## config.mk

```make
export PLATFORM = sky130hd
export DESIGN_NAME = pipeline_stall_ctrl
export DESIGN_NICKNAME = d
export VERILOG_FILES = /design/src/rtl/mips_stall_pkg.sv /design/src/rtl/pipeline_stall_decode.sv /design/src/rtl/pipeline_stall_ctrl.sv
export SDC_FILE = /design/constraint.sdc
export NUM_CORES = 1
export LEC_CHECK = 0
export ABC_CLOCK_PERIOD_IN_PS = 2100
export BUFFER_PORTS_ARGS = -buffer_cell sky130_fd_sc_hd__buf_2
export CORE_UTILIZATION = 40
export DETAILED_ROUTE_END_ITERATION = 7
export PLACE_DENSITY = 0.66
export RECOVER_POWER = 25
export SYNTH_ARGS = -nofsm -noshare
export SYNTH_HDL_FRONTEND = slang
export SYNTH_SLANG_ARGS = --single-unit
```

## constraint.sdc

```tcl
create_clock -name clk -period 2.1 [get_ports clk]
set_input_delay 0.42 -clock clk [delete_from_list [all_inputs] [get_ports clk]]
set_output_delay 0.42 -clock clk [all_outputs]
set_load 0.1 [all_outputs]
```

## src/rtl/mips_stall_pkg.sv

```systemverilog
// Shared types and constants for the MIPS pipeline stall controller:
// FSM states, stall-cause encoding and default opcode decode constants.
package mips_stall_pkg;

  typedef enum logic [1:0] {
    IDLE   = 2'd0,
    LD_ST  = 2'd1,
    JMP_ST = 2'd2,
    HALT   = 2'd3
  } state_t;

  localparam logic [1:0] K_NONE = 2'd0;
  localparam logic [1:0] K_LD   = 2'd1;
  localparam logic [1:0] K_JMP  = 2'd2;
  localparam logic [1:0] K_HLT  = 2'd3;

  localparam logic [5:0] DEF_OP_HLT    = 6'b010001;
  localparam logic [5:0] DEF_OP_LD     = 6'b010100;
  localparam logic [5:0] DEF_JMP_MASK  = 6'b111100;
  localparam logic [5:0] DEF_JMP_MATCH = 6'b011100;

endpackage

```

## src/rtl/pipeline_stall_decode.sv

```systemverilog
// Combinational opcode matcher for the stall controller; reports at most one
// hit, with halt taking precedence over jump and jump over load.
module pipeline_stall_decode
  import mips_stall_pkg::*;
#(
  parameter int             OP_W      = 6,
  parameter logic [OP_W-1:0] OP_HLT    = DEF_OP_HLT,
  parameter logic [OP_W-1:0] OP_LD     = DEF_OP_LD,
  parameter logic [OP_W-1:0] JMP_MASK  = DEF_JMP_MASK,
  parameter logic [OP_W-1:0] JMP_MATCH = DEF_JMP_MATCH
) (
  input  logic [OP_W-1:0] op,
  input  logic            op_valid,
  output logic            hit_hlt,
  output logic            hit_jmp,
  output logic            hit_ld
);

  logic raw_hlt_s;
  logic raw_jmp_s;
  logic raw_ld_s;

  // Raw matches, then priority resolution so callers never see two hits.
  always_comb begin
    raw_hlt_s = op_valid & (op == OP_HLT);
    raw_jmp_s = op_valid & ((op & JMP_MASK) == JMP_MATCH);
    raw_ld_s  = op_valid & (op == OP_LD);
    hit_hlt   = raw_hlt_s;
    hit_jmp   = raw_jmp_s & ~raw_hlt_s;
    hit_ld    = raw_ld_s & ~raw_hlt_s & ~raw_jmp_s;
  end

endmodule

```

## src/rtl/pipeline_stall_ctrl.sv

```systemverilog
// Pipeline stall controller: decodes the ID opcode and holds PC/IF-ID for
// load-use, jump and halt, with a one-cycle-delayed hold for program memory.
module pipeline_stall_ctrl
  import mips_stall_pkg::*;
#(
  parameter int              OP_W             = 6,
  parameter int              CNT_W            = 4,
  parameter int              LD_STALL_CYCLES  = 1,
  parameter int              JMP_STALL_CYCLES = 2,
  parameter logic [OP_W-1:0] OP_HLT           = DEF_OP_HLT,
  parameter logic [OP_W-1:0] OP_LD            = DEF_OP_LD,
  parameter logic [OP_W-1:0] JMP_MASK         = DEF_JMP_MASK,
  parameter logic [OP_W-1:0] JMP_MATCH        = DEF_JMP_MATCH
) (
  input  logic            clk,
  input  logic            reset,
  input  logic [OP_W-1:0] op,
  input  logic            op_valid,
  input  logic            resume,
  output logic            stall,
  output logic            stall_pm,
  output logic            halted,
  output logic [1:0]      kind
);

  localparam int CNT_MAX = (32'sd1 <<< CNT_W) - 32'sd1;

  if (LD_STALL_CYCLES < 32'sd1 || LD_STALL_CYCLES > CNT_MAX) begin : g_bad_ld
    $error("LD_STALL_CYCLES out of range for CNT_W");
  end
  if (JMP_STALL_CYCLES < 32'sd1 || JMP_STALL_CYCLES > CNT_MAX) begin : g_bad_jmp
    $error("JMP_STALL_CYCLES out of range for CNT_W");
  end

  localparam logic [CNT_W-1:0] CNT_ZERO = CNT_W'(32'd0);
  localparam logic [CNT_W-1:0] CNT_ONE  = CNT_W'(32'd1);
  localparam logic [CNT_W-1:0] LD_LOAD  = CNT_W'(LD_STALL_CYCLES - 32'sd1);
  localparam logic [CNT_W-1:0] JMP_LOAD = CNT_W'(JMP_STALL_CYCLES - 32'sd1);
  localparam bit LD_SINGLE  = (LD_STALL_CYCLES == 32'sd1);
  localparam bit JMP_SINGLE = (JMP_STALL_CYCLES == 32'sd1);

  state_t           state_r;
  state_t           state_nxt_s;
  logic [CNT_W-1:0] cnt_r;
  logic [CNT_W-1:0] cnt_nxt_s;
  logic             stall_pm_r;
  logic             stall_s;
  logic [1:0]       kind_s;
  logic             dec_valid_s;
  logic             hit_hlt_s;
  logic             hit_jmp_s;
  logic             hit_ld_s;

  // op only counts while IDLE; in any held state it is ignored.
  assign dec_valid_s = op_valid & (state_r == IDLE);

  pipeline_stall_decode #(
    .OP_W      (OP_W),
    .OP_HLT    (OP_HLT),
    .OP_LD     (OP_LD),
    .JMP_MASK  (JMP_MASK),
    .JMP_MATCH (JMP_MATCH)
  ) u_decode (
    .op       (op),
    .op_valid (dec_valid_s),
    .hit_hlt  (hit_hlt_s),
    .hit_jmp  (hit_jmp_s),
    .hit_ld   (hit_ld_s)
  );

  // Next-state, counter and stall/kind generation.
  always_comb begin
    state_nxt_s = state_r;
    cnt_nxt_s   = cnt_r;
    stall_s     = 1'b0;
    kind_s      = K_NONE;
    case (state_r)
      IDLE: begin
        if (hit_hlt_s) begin
          stall_s     = 1'b1;
          kind_s      = K_HLT;
          state_nxt_s = HALT;
        end else if (hit_jmp_s) begin
          stall_s = 1'b1;
          kind_s  = K_JMP;
          if (JMP_SINGLE) begin
            state_nxt_s = IDLE;
            cnt_nxt_s   = CNT_ZERO;
          end else begin
            state_nxt_s = JMP_ST;
            cnt_nxt_s   = JMP_LOAD;
          end
        end else if (hit_ld_s) begin
          stall_s = 1'b1;
          kind_s  = K_LD;
          if (LD_SINGLE) begin
            state_nxt_s = IDLE;
            cnt_nxt_s   = CNT_ZERO;
          end else begin
            state_nxt_s = LD_ST;
            cnt_nxt_s   = LD_LOAD;
          end
        end else begin
          state_nxt_s = IDLE;
        end
      end
      LD_ST, JMP_ST: begin
        stall_s = 1'b1;
        kind_s  = (state_r == LD_ST) ? K_LD : K_JMP;
        // The decode cycle already counted as one stall cycle.
        if (cnt_r == CNT_ONE) begin
          state_nxt_s = IDLE;
          cnt_nxt_s   = CNT_ZERO;
        end else begin
          cnt_nxt_s = cnt_r - CNT_ONE;
        end
      end
      HALT: begin
        stall_s = 1'b1;
        kind_s  = K_HLT;
        if (resume) begin
          state_nxt_s = IDLE;
        end else begin
          state_nxt_s = HALT;
        end
      end
      default: begin
        state_nxt_s = IDLE;
        cnt_nxt_s   = CNT_ZERO;
      end
    endcase
  end

  // State, counter and program-memory hold registers.
  always_ff @(posedge clk) begin
    if (reset) begin
      state_r    <= IDLE;
      cnt_r      <= CNT_ZERO;
      stall_pm_r <= 1'b0;
    end else begin
      state_r    <= state_nxt_s;
      cnt_r      <= cnt_nxt_s;
      stall_pm_r <= stall_s;
    end
  end

  assign stall    = stall_s & ~reset;
  assign kind     = reset ? K_NONE : kind_s;
  assign stall_pm = stall_pm_r;
  assign halted   = (state_r == HALT);

endmodule
```

==> results.py <==
metrics = {
    "route": {
        "ant_nets": 0,
        "viasPerCell": 5.37,
        "vias": 548,
        "routedWlPerCell_um": 12.4,
        "drt-total-wl_um": 1260,
        "drc_errors": 0,
        "dr.pass1.iters": 3,
        "drtIter0Drc": 2,
    },
    "critical_path": {
        "crit_type": "reg2out",
        "cp_max_fo": 5,
        "worst_ep_required_time_ns": 1.68,
        "cp-end-kind": "output pin",
        "setup.worst_path.start_class": "flip-flop",
        "arrival_ns": 1.74,
    },
    "sta": {
        "worst_slew_pin_slew_ns": 0.750,
        "finalSetupViolCount": 1,
        "period_share_pct": 103,
        "finalClockSkew_ns": 0.00815,
        "maxSlewViolCount": 0,
        "worst_slack_ns": -0.0555,
        "fmax_mhz": 464,
        "period_minus_slack_ns": 2.16,
        "rsz0062_at_grt": "yes",
        "slew_headroom_pct": 49.6,
        "hold_viol": 0,
    },
    "clock_network": {
        "clkTransAtPathRegs_ns": 0.06,
        "cts_tree": "yes",
        "holdBufCountCts": 0,
        "htreeDepth": 1,
        "cts_buffers": 3,
        "cts.sinks": 7,
        "clk_latency_ns": 0.25,
        "clockRootBuffer": "clkbuf_4",
        "clock_path_buffers": 2,
    },
    "final_layout": {
        "drive_above_1_share_pct": 48.9,
        "fin_nets": 106,
        "final_core_util_pct": 73.7,
        "area_growth_pct": 62.5,
        "final_cells": 102,
        "layout_common_cells": "buf_2 (11), buf_4 (10), nor2_1 (5), ha_1 (5), dfxtp_1 (5)",
        "antenna_cells": 0,
        "final_common_cell": "buf_2",
    },
    "global_routing": {
        "antenna_found_initial": 0,
        "grt.overflow.total": 0,
        "grt_max_degree": 11,
        "grt_pass1_wl_um": 1980,
        "track_usage_pct": 19.8,
        "grt_pass1_vias": 486,
    },
    "logic_synthesis": {
        "synth_fp_nets": 78,
        "synth_top_area_cell": "dfxtp_1",
        "synth.ff_latch_count": 7,
        "synthTopCellsByArea": "dfxtp_1 (27%), ha_1 (17%), inv_1 (4.3%)",
        "synth.avg_cell_area_um2": 8.59,
        "synth-main-ff-cell": "dfxtp_1",
        "post-synth-top-area-fraction_pct": 26.7,
        "yosysUniqueCellTypes": 28,
        "ys_seq_area_share_pct": 26.7,
        "synthArstFlopShare_pct": 0,
        "syn_inst": 61,
        "syn-cell-area_um2": 524,
        "yosys_warnings": 0,
        "synth-edff-count": 0,
    },
    "die": {
        "rows": 12,
        "fp.dieH_um": 38.2,
        "num_io_pins": 15,
        "die_w_um": 38.2,
        "initial_core_util_pct": 45.3,
        "die_area_um2": 1460,
        "core_area_um2": 1160,
    },
    "status": {
        "status": "complete, but fails checks",
        "violations": "setup timing",
    },
    "power_and_ir_drop": {
        "p_per_area_nw_per_um2": 1150,
        "p_leak_uw": 0.000345,
        "irDropWorstVdd_mv": 0.620,
    },
    "place": {
        "post-place-cells": 88,
        "gp_congestion": 0.624,
        "port_buffers": 14,
        "place_hpwl_um": 917,
    },
    "hold_path": {
        "hp-class": "in2reg",
    },
    "run": {
        "maxCapViolCount": 0,
    },
}
-- path summary, 6_finish.rpt --
check	startpoint	to	slack [ns]	cells after the start
hold reg to reg	cnt_r[1]$_SDFFE_PP0P_	cnt_r[1]$_SDFFE_PP0P_	0.50	2
setup reg to reg	state_r[0]$_SDFFE_PP0P_	cnt_r[2]$_SDFFE_PP0P_	0.30	7
setup / recovery	state_r[0]$_SDFFE_PP0P_	kind[1]	-0.06	7
hold / removal	resume	state_r[0]$_SDFFE_PP0P_	0.47	4
-- metrics by stage --
stage / cell area (µm²) / total power, µW / TNS, ns / hold slack [ns] / setup WS, ns
after global routing: 852 / 1030 / -0.173 / 0.516 / -0.120
after CTS: 812 / 950 / -0.115 / 0.473 / -0.0677
after global placement: 736 / 767 / 0 / 0.474 / 0.106
after floorplan: 607 / 639 / -0.228 / 0.454 / -0.173
after detailed placement: 736 / 769 / 0 / 0.487 / 0.0863
final: 852 / 978 / -0.0555 / 0.473 / -0.0555
-- sequential cells by signal (all words and copies together) (netlist names) --
name / count
cnt_r: 4
stall_pm: 1
state_r: 2
-- cells by family (layout without fill, tap and decap cells) --
family / after synthesis / count (layout) / synth area share [%]
AO/OA/AOI/OAI: 20 / 20 / 27.9
AND/OR/NAND/NOR: 19 / 19 / 22.0
adder cells (fa/ha/maj): 7 / 7 / 16.7
flip-flops: 7 / 7 / 26.7
buffers and inverters: 7 / 34 / 5.01
XOR/XNOR: 1 / 1 / 1.67
-- cell usage after synthesis, drive strengths merged (2+ instances only) --
cell type / instances
a211oi: 2
a21oi: 4
a311oi: 2
a31oi: 2
and4b: 2
dfxtp: 7
ha: 7
inv: 6
nand2: 3
nand3: 2
nor2: 5
o21ai: 3
o21bai: 2
-- per-layer routing --
metal	track usage [%]	share of wire [%]	routed length, µm
met2	31.4	46	586
met4	0	0	0
met3	8.72	3.4	43
met5	0	0	0
met1	26.1	50	630
-- critical path: stages, from the launching register on --
cell and delay (ns):
dfxtp_4 0.35, inv_4 0.06, ha_4 0.13, and4b_4 0.27, and4b_1 0.24, o21ai_2 0.09, a21oi_4 0.16, buf_12 0.19
-- timing repair --
action / 4_1_cts / 5_1_grt
pin swaps: 4 / 2
endpoints found under the setup margin: 3 / 3
resized for setup: 2 / 3
setup buffers: 6 / 4
-- power breakdown --
group	leakage, µW	internal (µW)	switching, µW	total, µW
logic	0.000272	262	399	661
clock network	0.0000150	72.5	50.4	123
registers	0.0000582	169	24.9	194
-- cell type report --
cell class / count / area (µm²)
Tap cell: 14 / 17.5
Timing Repair Buffer: 24 / 190
Inverter: 6 / 27.5
Fill cell: 91 / 304
Clock buffer: 4 / 26.3
Sequential cell: 7 / 148
Multi-Input combinational cell: 47 / 443
(Power assumes the default switching activity.)
